[src/rtl/noc_ram_pkg.sv]
// Shared definitions for the NoC RAM requester: FSM states and the bit
// offsets of the request and response fields inside the packed words.
package noc_ram_pkg;

    typedef enum logic [2:0] {
        IDLE,
        WRITE,
        READ,
        DRAIN,
        DONE
    } req_state_t;

    // Request word, MSB-first: {data, addr, write_en, read_en, src}
    localparam int REQ_SRC_LSB = 0;

    function automatic int req_re_bit(input int n_addr_w);
        return n_addr_w;
    endfunction

    function automatic int req_we_bit(input int n_addr_w);
        return n_addr_w + 1;
    endfunction

    function automatic int req_addr_lsb(input int n_addr_w);
        return n_addr_w + 2;
    endfunction

    function automatic int req_data_lsb(input int addr_w, input int n_addr_w);
        return addr_w + n_addr_w + 2;
    endfunction

    // Response word, MSB-first: {data, src_node}
    localparam int RSP_SRC_LSB = 0;

    function automatic int rsp_data_lsb(input int n_addr_w);
        return n_addr_w;
    endfunction

endpackage

[src/rtl/sync_fifo.sv]
// Small synchronous FIFO with first-word fall-through read data.
// Push and pop may happen together in any fill state; a pop on an empty
// FIFO is ignored, and a push on a full FIFO is accepted only alongside a pop.
module sync_fifo #(
    parameter int DEPTH = 4,
    parameter int WIDTH = 4
) (
    input  logic             clk,
    input  logic             rst,
    input  logic             push,
    input  logic             pop,
    input  logic [WIDTH-1:0] din,
    output logic [WIDTH-1:0] dout,
    output logic             full,
    output logic             empty
);

    localparam int PTR_W = (DEPTH > 1) ? $clog2(DEPTH) : 1;
    localparam int CNT_W = $clog2(DEPTH + 1);

    logic [WIDTH-1:0] mem [DEPTH];
    logic [PTR_W-1:0] wr_ptr;
    logic [PTR_W-1:0] rd_ptr;
    logic [CNT_W-1:0] count;
    logic             do_push;
    logic             do_pop;

    function automatic logic [PTR_W-1:0] ptr_inc(input logic [PTR_W-1:0] p);
        return (p == PTR_W'(DEPTH - 1)) ? '0 : p + PTR_W'(1);
    endfunction

    assign do_pop  = pop && !empty;
    assign do_push = push && (!full || do_pop);
    assign full    = (count == CNT_W'(DEPTH));
    assign empty   = (count == '0);
    assign dout    = mem[rd_ptr];

    // Pointer and occupancy bookkeeping
    always_ff @(posedge clk) begin
        if (rst) begin
            wr_ptr <= '0;
            rd_ptr <= '0;
            count  <= '0;
        end else begin
            if (do_push) wr_ptr <= ptr_inc(wr_ptr);
            if (do_pop)  rd_ptr <= ptr_inc(rd_ptr);
            count <= count + CNT_W'(do_push) - CNT_W'(do_pop);
        end
    end

    // Storage array, data only, no reset needed
    always_ff @(posedge clk) begin
        if (do_push) mem[wr_ptr] <= din;
    end

endmodule

[src/rtl/ram_requester.sv]
// NoC RAM self-test requester: writes a seeded pattern to a block of RAM
// words, reads it back with a bounded number of reads in flight, and
// checks every response against the address it was issued for.
module ram_requester
    import noc_ram_pkg::*;
#(
    parameter int WIDTH           = 8,
    parameter int ADDR_WIDTH      = 4,
    parameter int N               = 16,
    parameter int N_ADDR_WIDTH    = $clog2(N),
    parameter int NODE            = 0,
    parameter int RAM_NODE        = 15,
    parameter int BASE_ADDR       = 0,
    parameter int NUM_WORDS       = 8,
    parameter int SEED            = 8'h5A,
    parameter int MAX_OUTSTANDING = 4,
    localparam int REQ_W          = WIDTH + ADDR_WIDTH + 2 + N_ADDR_WIDTH,
    localparam int RSP_W          = WIDTH + N_ADDR_WIDTH
) (
    input  logic                    clk,
    input  logic                    rst,
    input  logic                    start,
    output logic [REQ_W-1:0]        o_packed_out,
    output logic [N_ADDR_WIDTH-1:0] o_dest_out,
    output logic                    o_valid_out,
    input  logic                    o_ready_in,
    input  logic [RSP_W-1:0]        i_packed_in,
    input  logic                    i_valid_in,
    output logic                    i_ready_out,
    output logic                    done,
    output logic                    pass,
    output logic [7:0]              err_count,
    output logic [7:0]              rd_count
);

    localparam int IDX_W = (NUM_WORDS > 1) ? $clog2(NUM_WORDS) : 1;
    localparam int OUT_W = $clog2(MAX_OUTSTANDING + 1);

    localparam int REQ_RE_BIT   = req_re_bit(N_ADDR_WIDTH);
    localparam int REQ_WE_BIT   = req_we_bit(N_ADDR_WIDTH);
    localparam int REQ_ADDR_LSB = req_addr_lsb(N_ADDR_WIDTH);
    localparam int REQ_DATA_LSB = req_data_lsb(ADDR_WIDTH, N_ADDR_WIDTH);
    localparam int RSP_DATA_LSB = rsp_data_lsb(N_ADDR_WIDTH);

    localparam logic [ADDR_WIDTH-1:0]   BASE_A = ADDR_WIDTH'(BASE_ADDR);
    localparam logic [WIDTH-1:0]        SEED_W = WIDTH'(SEED);
    localparam logic [N_ADDR_WIDTH-1:0] SRC_ID = N_ADDR_WIDTH'(NODE);
    localparam logic [N_ADDR_WIDTH-1:0] RAM_ID = N_ADDR_WIDTH'(RAM_NODE);

    req_state_t            state;
    logic [IDX_W-1:0]      idx;
    logic [OUT_W-1:0]      outstanding;
    logic [OUT_W-1:0]      outstanding_nxt;
    logic                  xfer;
    logic                  last_idx;
    logic                  fifo_push;
    logic                  fifo_pop;
    logic                  fifo_full;
    logic                  fifo_empty;
    logic                  have_out;
    logic [ADDR_WIDTH-1:0] exp_addr;
    logic [WIDTH-1:0]      rsp_data;
    logic [N_ADDR_WIDTH-1:0] rsp_src;
    logic                  rsp_bad;
    logic                  rsp_err;
    logic [7:0]            err_nxt;
    logic [7:0]            rd_nxt;

    function automatic logic [7:0] sat_inc(input logic [7:0] v);
        return (v == 8'hFF) ? v : v + 8'd1;
    endfunction

    function automatic logic [ADDR_WIDTH-1:0] addr_of(input logic [IDX_W-1:0] i);
        return BASE_A + ADDR_WIDTH'(i);
    endfunction

    function automatic logic [WIDTH-1:0] data_of(input logic [ADDR_WIDTH-1:0] a);
        return WIDTH'(a) + SEED_W;
    endfunction

    function automatic logic [REQ_W-1:0] pack_req(input logic we, input logic [ADDR_WIDTH-1:0] a);
        logic [REQ_W-1:0] r;
        r = '0;
        r[REQ_DATA_LSB +: WIDTH]       = we ? data_of(a) : '0;
        r[REQ_ADDR_LSB +: ADDR_WIDTH]  = a;
        r[REQ_WE_BIT]                  = we;
        r[REQ_RE_BIT]                  = !we;
        r[REQ_SRC_LSB +: N_ADDR_WIDTH] = SRC_ID;
        return r;
    endfunction

    assign o_dest_out  = RAM_ID;
    assign i_ready_out = 1'b1;

    assign xfer     = o_valid_out && o_ready_in;
    assign last_idx = (idx == IDX_W'(NUM_WORDS - 1));

    // Responses are always accepted; only those matching an issued read pop
    assign rsp_data  = i_packed_in[RSP_DATA_LSB +: WIDTH];
    assign rsp_src   = i_packed_in[RSP_SRC_LSB +: N_ADDR_WIDTH];
    assign have_out  = !fifo_empty;
    assign fifo_pop  = i_valid_in && have_out;
    assign fifo_push = (state == READ) && xfer && (!fifo_full || fifo_pop);
    assign rsp_bad   = (rsp_data != data_of(exp_addr)) || (rsp_src != RAM_ID);
    assign rsp_err   = i_valid_in && (!have_out || rsp_bad);
    assign err_nxt   = rsp_err ? sat_inc(err_count) : err_count;
    assign rd_nxt    = fifo_pop ? sat_inc(rd_count) : rd_count;

    assign outstanding_nxt = outstanding + OUT_W'(fifo_push) - OUT_W'(fifo_pop);

    sync_fifo #(
        .DEPTH (MAX_OUTSTANDING),
        .WIDTH (ADDR_WIDTH)
    ) u_exp_fifo (
        .clk   (clk),
        .rst   (rst),
        .push  (fifo_push),
        .pop   (fifo_pop),
        .din   (o_packed_out[REQ_ADDR_LSB +: ADDR_WIDTH]),
        .dout  (exp_addr),
        .full  (fifo_full),
        .empty (fifo_empty)
    );

    // Run sequencing, registered request generation and result tracking
    always_ff @(posedge clk) begin
        if (rst) begin
            state        <= IDLE;
            idx          <= '0;
            outstanding  <= '0;
            o_valid_out  <= 1'b0;
            o_packed_out <= '0;
            done         <= 1'b0;
            pass         <= 1'b0;
            err_count    <= '0;
            rd_count     <= '0;
        end else begin
            outstanding <= outstanding_nxt;
            err_count   <= err_nxt;
            rd_count    <= rd_nxt;
            case (state)
                WRITE: begin
                    if (xfer) begin
                        if (last_idx) begin
                            idx          <= '0;
                            state        <= READ;
                            o_valid_out  <= (outstanding_nxt < OUT_W'(MAX_OUTSTANDING));
                            o_packed_out <= pack_req(1'b0, addr_of('0));
                        end else begin
                            idx          <= idx + IDX_W'(1);
                            o_packed_out <= pack_req(1'b1, addr_of(idx + IDX_W'(1)));
                        end
                    end
                end
                READ: begin
                    if (xfer && last_idx) begin
                        idx          <= '0;
                        state        <= DRAIN;
                        o_valid_out  <= 1'b0;
                        o_packed_out <= '0;
                    end else begin
                        // Issue only while read credits remain
                        o_valid_out <= (outstanding_nxt < OUT_W'(MAX_OUTSTANDING));
                        if (xfer) begin
                            idx          <= idx + IDX_W'(1);
                            o_packed_out <= pack_req(1'b0, addr_of(idx + IDX_W'(1)));
                        end
                    end
                end
                DRAIN: begin
                    if (outstanding == '0) begin
                        state <= DONE;
                        done  <= 1'b1;
                        pass  <= (err_nxt == '0);
                    end
                end
                IDLE, DONE: begin
                    if (state == DONE) pass <= (err_nxt == '0);
                    if (start) begin
                        state        <= WRITE;
                        idx          <= '0;
                        done         <= 1'b0;
                        pass         <= 1'b0;
                        err_count    <= '0;
                        rd_count     <= '0;
                        o_valid_out  <= 1'b1;
                        o_packed_out <= pack_req(1'b1, addr_of('0));
                    end
                end
                default: state <= IDLE;
            endcase
        end
    end

endmodule

[config.mk]
export PLATFORM = sky130hd
export DESIGN_NAME = ram_requester
export DESIGN_NICKNAME = d
export VERILOG_FILES = /design/src/rtl/noc_ram_pkg.sv /design/src/rtl/sync_fifo.sv /design/src/rtl/ram_requester.sv
export SDC_FILE = /design/constraint.sdc
export NUM_CORES = 1
export LEC_CHECK = 0
export BUFFER_PORTS_ARGS = -buffer_cell sky130_fd_sc_hd__buf_2
export CAP_MARGIN = 20
export CORE_MARGIN = 2
export CORE_UTILIZATION = 42
export DETAILED_ROUTE_END_ITERATION = 10
export GPL_TIMING_DRIVEN = 1
export PLACE_DENSITY = 0.74
export SYNTH_ARGS = -nofsm -noshare
export SYNTH_HDL_FRONTEND = slang
export SYNTH_SLANG_ARGS = --single-unit
export TNS_END_PERCENT = 5
[constraint.sdc]
create_clock -name clk -period 7.5 [get_ports clk]
set_input_delay 1.875 -clock clk [delete_from_list [all_inputs] [get_ports clk]]
set_output_delay 1.875 -clock clk [all_outputs]
set_load 0.05 [all_outputs]
==> results of run 1 <==
## flip-flops by register name, indices dropped and copies added (netlist names), named ones only
register,cells
u_exp_fifo.mem,12
err_count,8
o_packed_out,8
rd_count,8
outstanding,3
state,3
u_exp_fifo.count,3
idx,2
u_exp_fifo.rd_ptr,2
u_exp_fifo.wr_ptr,2
done,1
o_valid_out,1
pass,1
## stage by stage
step                worst slack [ns]  hold slack (ns)  util, %
floorplan                       3.66            0.454        -
global placement                3.42            0.447     47.4
detailed placement              3.35            0.453     47.4
CTS                             3.67            0.473     49.1
global route                    3.37            0.483     49.1
finish                          3.67            0.468     49.1
## worst register-to-register path, stage by stage, from the launching register on
cell	delay, ns
sky130_fd_sc_hd__dfxtp_1	0.42
sky130_fd_sc_hd__mux4_1	0.58
sky130_fd_sc_hd__ha_1	0.30
sky130_fd_sc_hd__xor2_1	0.16
sky130_fd_sc_hd__nor4_1	0.09
sky130_fd_sc_hd__a41o_1	0.38
sky130_fd_sc_hd__or4b_1	0.58
sky130_fd_sc_hd__a221oi_2	0.28
sky130_fd_sc_hd__a41o_1	0.19
## final timing paths
check	depth (start not counted)	startpoint	slack, ns	to
worst max-delay path	12	o_ready_in	3.67	o_valid_out
worst min-delay path	2	o_packed_out[11]	0.47	o_packed_out[11]
worst max register to register	8	register	4.47	pass
worst min register to register	2	o_packed_out[11]	0.47	o_packed_out[11]
## placed cells by master (no fill, tap or decap), types with 5 or more instances in the layout
cell type	count
sky130_fd_sc_hd__nand2_1	21
sky130_fd_sc_hd__nor2_1	36
sky130_fd_sc_hd__nor3_1	11
sky130_fd_sc_hd__inv_1	16
sky130_fd_sc_hd__clkbuf_8	5
sky130_fd_sc_hd__nand3_1	5
sky130_fd_sc_hd__a211oi_1	5
sky130_fd_sc_hd__conb_1	11
sky130_fd_sc_hd__dfxtp_1	44
sky130_fd_sc_hd__ha_1	14
sky130_fd_sc_hd__a21oi_1	12
sky130_fd_sc_hd__xnor2_1	10
sky130_fd_sc_hd__and3_1	6
sky130_fd_sc_hd__xor2_1	6
sky130_fd_sc_hd__o21ai_0	10
sky130_fd_sc_hd__edfxtp_1	12
sky130_fd_sc_hd__mux2i_1	5
sky130_fd_sc_hd__buf_2	47
## logic make-up (layout without fill, tap and decap cells)
| family | Yosys count | after routing | synth area share [%] |
|---|---|---|---|
| AOI/OAI and AO/OA | 42 | 42 | 9.68 |
| xor gates and xnor gates | 16 | 16 | 4.95 |
| adders and majority gates | 17 | 17 | 8.31 |
| buffers and inverters | 38 | 71 | 7.42 |
| DFF | 56 | 56 | 43.8 |
| muxes | 9 | 9 | 4.82 |
| other | 2 | 11 | 0.265 |
| and+or+nand+nor | 113 | 113 | 20.7 |
## area by class of cell
| class | count | area [um^2] |
|---|---|---|
| Inverter | 16 | 60.1 |
| Sequential cell | 56 | 1240 |
| Clock buffer | 6 | 72.6 |
| Fill cell | 596 | 3270 |
| Timing Repair Buffer | 47 | 235 |
| Multi-Input combinational cell | 208 | 1410 |
| Clock inverter | 2 | 35.0 |
| Tap cell | 77 | 96.3 |
## layer usage
layer  wire length, um  share of wire [%]
met1              2480                 47
met2              2380                 45
met5                 0                  0
met4                80                1.5
met3               296                5.7
## power breakdown
group / internal, W / total, W / leakage [nW] / switching [W]
clock: 0.0000992 / 0.000193 / 0.0552 / 0.0000936
combinational: 0.0000841 / 0.000203 / 0.832 / 0.000119
sequential: 0.000333 / 0.000358 / 0.475 / 0.0000252
total: 0.000517 / 0.000754 / 1.36 / 0.000238
==> flow_summary.ini, run 1 <==
[setup_path]
timing.critical_path.arrival_ns = 4.05
worstSetupPathType = in2reg
critical_path.max_fanout = 8
worst-endpoint-required_ns = 7.72
kind_of_launch_point_of_the_worst_setup_path = primary input
critical_path.max_stage_delay_ns = 0.51
worst_setup_path_end_kind = register
worst_path_dominant_cell_family = compound AO/OA/AOI/OAI gates
cp.buffers_inverters = 1
crit_path_frequent_cell = sky130_fd_sc_hd__nand2_1
slowest_cell_on_crit_path = sky130_fd_sc_hd__a31oi_1
crit_path_cell_trace = buf_2 > nand2_1 > or3_1 > a31oi_1 > nand2_1 > nand2_1 > ha_1 > fa_1 > xnor2_1 > xnor2_1 > a21oi_1 > a211oi_1

[timing]
rsz_0062_raised_after_global_routing = false
finalSetupTns_ns = 0
tightest_slew_ns = 0.846
slew_viol_final = 0
layout_skew_ns = 0.0145
finalHoldViolCount = 0
max_slew_margin_pct = 43.5
fmax_mhz = 261
finalCritPeriodShare_pct = 51.1
setup_viol = 0
min_period_ns = 3.83

[layout]
finalInstanceArea_mm2 = 0.00315
syn2layout_area_growth_pct = 11.4
fin_nets = 368
diodes_inserted = 0
post_route_cells_drive_above_1_share_pct = 17.6
layout.cells.non_filler = 412

[clocking]
postCtsSetupBuffers = 0
cts.hold.buffers_added = 0
cts_tree = built
htree_levels = 2
numClockSinks = 56
clock_insertion_delay_worst_skew_ns = 0.31
cts-resized-gates = 0
root_buffer = sky130_fd_sc_hd__clkbuf_8
clock_path_buffers = 2
cts-buffers-inserted = 5
worst_setup_hold_path_clk_slew_ns = 0.09

[yosys]
yosysMostFrequentCell = sky130_fd_sc_hd__dfxtp_1
yosysTopAreaCell = sky130_fd_sc_hd__dfxtp_1
postSynth.asyncResetShare_pct = 0
synth.distinct_cells = 47
yosysSeqAreaShare_pct = 43.8
ys_top_cells_by_count = sky130_fd_sc_hd__dfxtp_1, sky130_fd_sc_hd__nor2_1, sky130_fd_sc_hd__nand2_1, sky130_fd_sc_hd__inv_1
synth_largest_type_area_fraction_pct = 31.1
syn_inst = 293
ys.flop_type = sky130_fd_sc_hd__dfxtp_1
syn_std_cell_area_mm2 = 0.00283
yosys_register_bits = 56
synthTopCellsByArea = sky130_fd_sc_hd__dfxtp_1, sky130_fd_sc_hd__edfxtp_1, sky130_fd_sc_hd__ha_1
syn_area_per_cell_um2 = 9.66
yosys_warnings = 0
synth_edf_count = 12

[floorplan]
die-area_mm2 = 0.00741
core_area_mm2 = 0.00642
placementRows = 29
initial_utilization_pct = 44.1
boundaryPins = 59
die_h_um = 86.1
die_w_um = 86.1

[place]
total_of_buffers_placed_on_input_and_output_ports = 47
post-place-cells = 404
place_congestion = 0.836
dp_hpwl_mm = 3.89
placement.cell_area_mm2 = 0.00305

[flow_run]
cap_viol_max_count = 0

[drt]
drc_violation_count_after_routing = 0
ant_nets = 0
drt_first_pass_iters = 4
drt_wl_total_mm = 5.24
detail_route.iter0.violations = 98
vias_per_cell = 5.21
num_vias = 2145
detail_route.wl_per_cell_um = 12.7

[grt]
global_route_wire_length_before_repair_mm = 9.02
antenna_found_initial = 0
use_met3_pct = 3.18
globalRouteOverflowTotal = 0
global_route.usage.met1_pct = 19.9
groute.layer.met2.usage_pct = 24.5
grt_pass1_vias = 2000
global_route_usage_over_all_layers_pct = 15.1
grt_start_max_net_pins = 27
grt.busiest_layer = met2

[pwr]
cellLeakagePower_nw = 1.36
power_density_mw_per_mm2 = 239
ir_drop_uv = 123
design_power_total_w = 0.000754

[status]
status = completed

[worst_hold_path]
timing.hold.worst.class = reg2reg
No activity file was read; power rests on OpenSTA's default activity.
==> inputs of run 2 (changes only) <==
--- a/config.mk
+++ b/config.mk
@@ -11,7 +11,7 @@
 export CORE_UTILIZATION = 42
 export DETAILED_ROUTE_END_ITERATION = 10
 export GPL_TIMING_DRIVEN = 1
-export PLACE_DENSITY = 0.74
+export PLACE_DENSITY = 0.76
 export SYNTH_ARGS = -nofsm -noshare
 export SYNTH_HDL_FRONTEND = slang
 export SYNTH_SLANG_ARGS = --single-unit
==> constraint.sdc (replaced) <==
create_clock -name clk -period 3.5 [get_ports clk]
set_input_delay 0.875 -clock clk [delete_from_list [all_inputs] [get_ports clk]]
set_output_delay 0.875 -clock clk [all_outputs]
set_load 0.05 [all_outputs]
==> flow_summary.ini, run 2 (synthesis gave the netlist of run 1 again) <==
[status]
status = completed

[setup_path]
worstSetupPathType = reg2reg
worst_r2r_dst = pass
crit_path_cell_trace = mux4_1 > ha_1 > xor2_1 > nor4_1 > a41o_1 > or4b_1 > a221oi_2 > a41o_1
crit_path_frequent_cell = sky130_fd_sc_hd__a41o_1
critical_path.max_fanout = 11
path_depth = 8
kind_of_launch_point_of_the_worst_setup_path = register
worst_path_dominant_cell_family = compound AO/OA/AOI/OAI gates
r2r_cells = 8
slowest_cell_on_crit_path = sky130_fd_sc_hd__mux4_1
worst_setup_path_end_kind = register
worst-endpoint-required_ns = 3.76
ff2ff_setup_slack_ns = 0.55
timing.critical_path.arrival_ns = 3.21
cp.buffers_inverters = 0
critical_path.max_stage_delay_ns = 0.58

[drt]
drt_first_pass_iters = 4
ant_nets = 0
vias_per_cell = 5.20
num_vias = 2153
drc_violation_count_after_routing = 0
detail_route.iter0.violations = 122
drt_wl_total_mm = 5.31
detail_route.wl_per_cell_um = 12.8

[clocking]
cts.hold.buffers_added = 0
clock_path_buffers = 2
htree_levels = 2
clock_insertion_delay_worst_skew_ns = 0.31
worst_setup_hold_path_clk_slew_ns = 0.10
postCtsSetupBuffers = 0
cts-resized-gates = 0
cts-buffers-inserted = 5
numClockSinks = 56
root_buffer = sky130_fd_sc_hd__clkbuf_8
cts_tree = built

[layout]
syn2layout_area_growth_pct = 11.0
layout.cells.most_common_list = sky130_fd_sc_hd__buf_2, sky130_fd_sc_hd__dfxtp_1, sky130_fd_sc_hd__nor2_1
largest_register_ffs = 12
max_flop_register = u_exp_fifo.mem
layout.cells.most_common = sky130_fd_sc_hd__buf_2
diodes_inserted = 0
fin_nets = 370
post_route_cells_drive_above_1_share_pct = 17.8
layout.core_utilization_pct = 48.9
final.fill_count = 608

[pwr]
cellLeakagePower_nw = 1.36
ir_drop_uv = 205
power_density_mw_per_mm2 = 496

[timing]
layout_skew_ns = 0.0107
rsz_0062_raised_after_global_routing = false
max_slew_margin_pct = 43.5
postLayoutSetupSlackWorst_ns = 0.554
slew_viol_final = 0
tightest_slew_ns = 0.845
fmax_mhz = 339
finalCritPeriodShare_pct = 84.2
setup_viol = 0
min_period_ns = 2.95
finalSetupTns_ns = 0
finalHoldViolCount = 0

[worst_hold_path]
holdPathStages = 2
hold_start = done
timing.hold.worst.class = reg2reg
whs_endpoint = done

[floorplan]
boundaryPins = 59
die-area_mm2 = 0.00741
initial_utilization_pct = 44.1
core_area_mm2 = 0.00642
die_h_um = 86.1
placementRows = 29
die_w_um = 86.1

[grt]
global_route_wire_length_before_repair_mm = 9.01
antenna_found_initial = 0
global_route_usage_over_all_layers_pct = 15.0
grt_pass1_vias = 2027
grt_start_max_net_pins = 27
globalRouteOverflowTotal = 0

[place]
dp_slack_ns = 0.537
dp_hpwl_mm = 4.02
total_of_buffers_placed_on_input_and_output_ports = 47
place_congestion = 0.863

[flow_run]
cap_viol_max_count = 0
## run 2: cell types whose count changed in the layout (fill, tap and decap cells not counted)
cell | before | now
sky130_fd_sc_hd__buf_4 | 0 | 2
sky130_fd_sc_hd__clkbuf_1 | 1 | 2
sky130_fd_sc_hd__bufinv_16 | 1 | 0
## run 2: report_power, final
| group | switching, W | leakage, nW | internal [W] |
|---|---|---|---|
| sequential | 0.0000531 | 0.475 | 0.000714 |
| combinational | 0.000264 | 0.841 | 0.000190 |
| clock | 0.000196 | 0.0422 | 0.000141 |
## run 2: per-layer routing
| layer | vias to the layer above | share of wire, % | track usage [%] | wire (um) |
|---|---|---|---|---|
| met5 | - | 0 | 0 | 0 |
| met1 | 993 | 46 | 18.9 | 2450 |
| met4 | 0 | 1.5 | 4.91 | 80 |
| met2 | 65 | 46 | 25.1 | 2460 |
| li1 | 1085 | - | - | - |
| met3 | 10 | 5.8 | 3.85 | 308 |
## run 2: cell type report
type                    count  area, um^2  area share [%]
clock inverters             1        5.00           0.159
flip-flops and latches     56        1240            39.5
clock buffers               7        76.3            2.43
inverters                  16        60.1            1.91
well taps                  77        96.3            3.07
repair buffers             49         250            7.96
multi-input cells         208        1410            45.0
## run 2: how the worst max path moves through the flow
stage / startpoint / slack (ns) / endpoint
2_1_floorplan: o_ready_in / 0.66 / o_valid_out
3_3_place_gp: register / 0.64 / pass
3_5_place_dp: register / 0.54 / pass
4_1_cts: register / 0.52 / pass
5_1_grt: register / 0.36 / pass
6_report: register / 0.55 / pass
## run 2: worst min-delay path, cell delays in order (launching register included)
cell and delay [ns]:
sky130_fd_sc_hd__dfxtp_1 0.32, sky130_fd_sc_hd__nand2_1 0.05, sky130_fd_sc_hd__a21oi_1 0.05
## run 2: metrics by stage
stage                     cell area (um^2)  std cells  total power [W]  hold WS, ns
after global placement                3060        406          0.00122        0.445
after floorplan                       2870        302          0.00115        0.454
after global routing                  3140        414          0.00167        0.496
final                                 3140        414          0.00156        0.463
after CTS                             3140        414          0.00158        0.466
after detailed placement              3060        406          0.00123        0.449
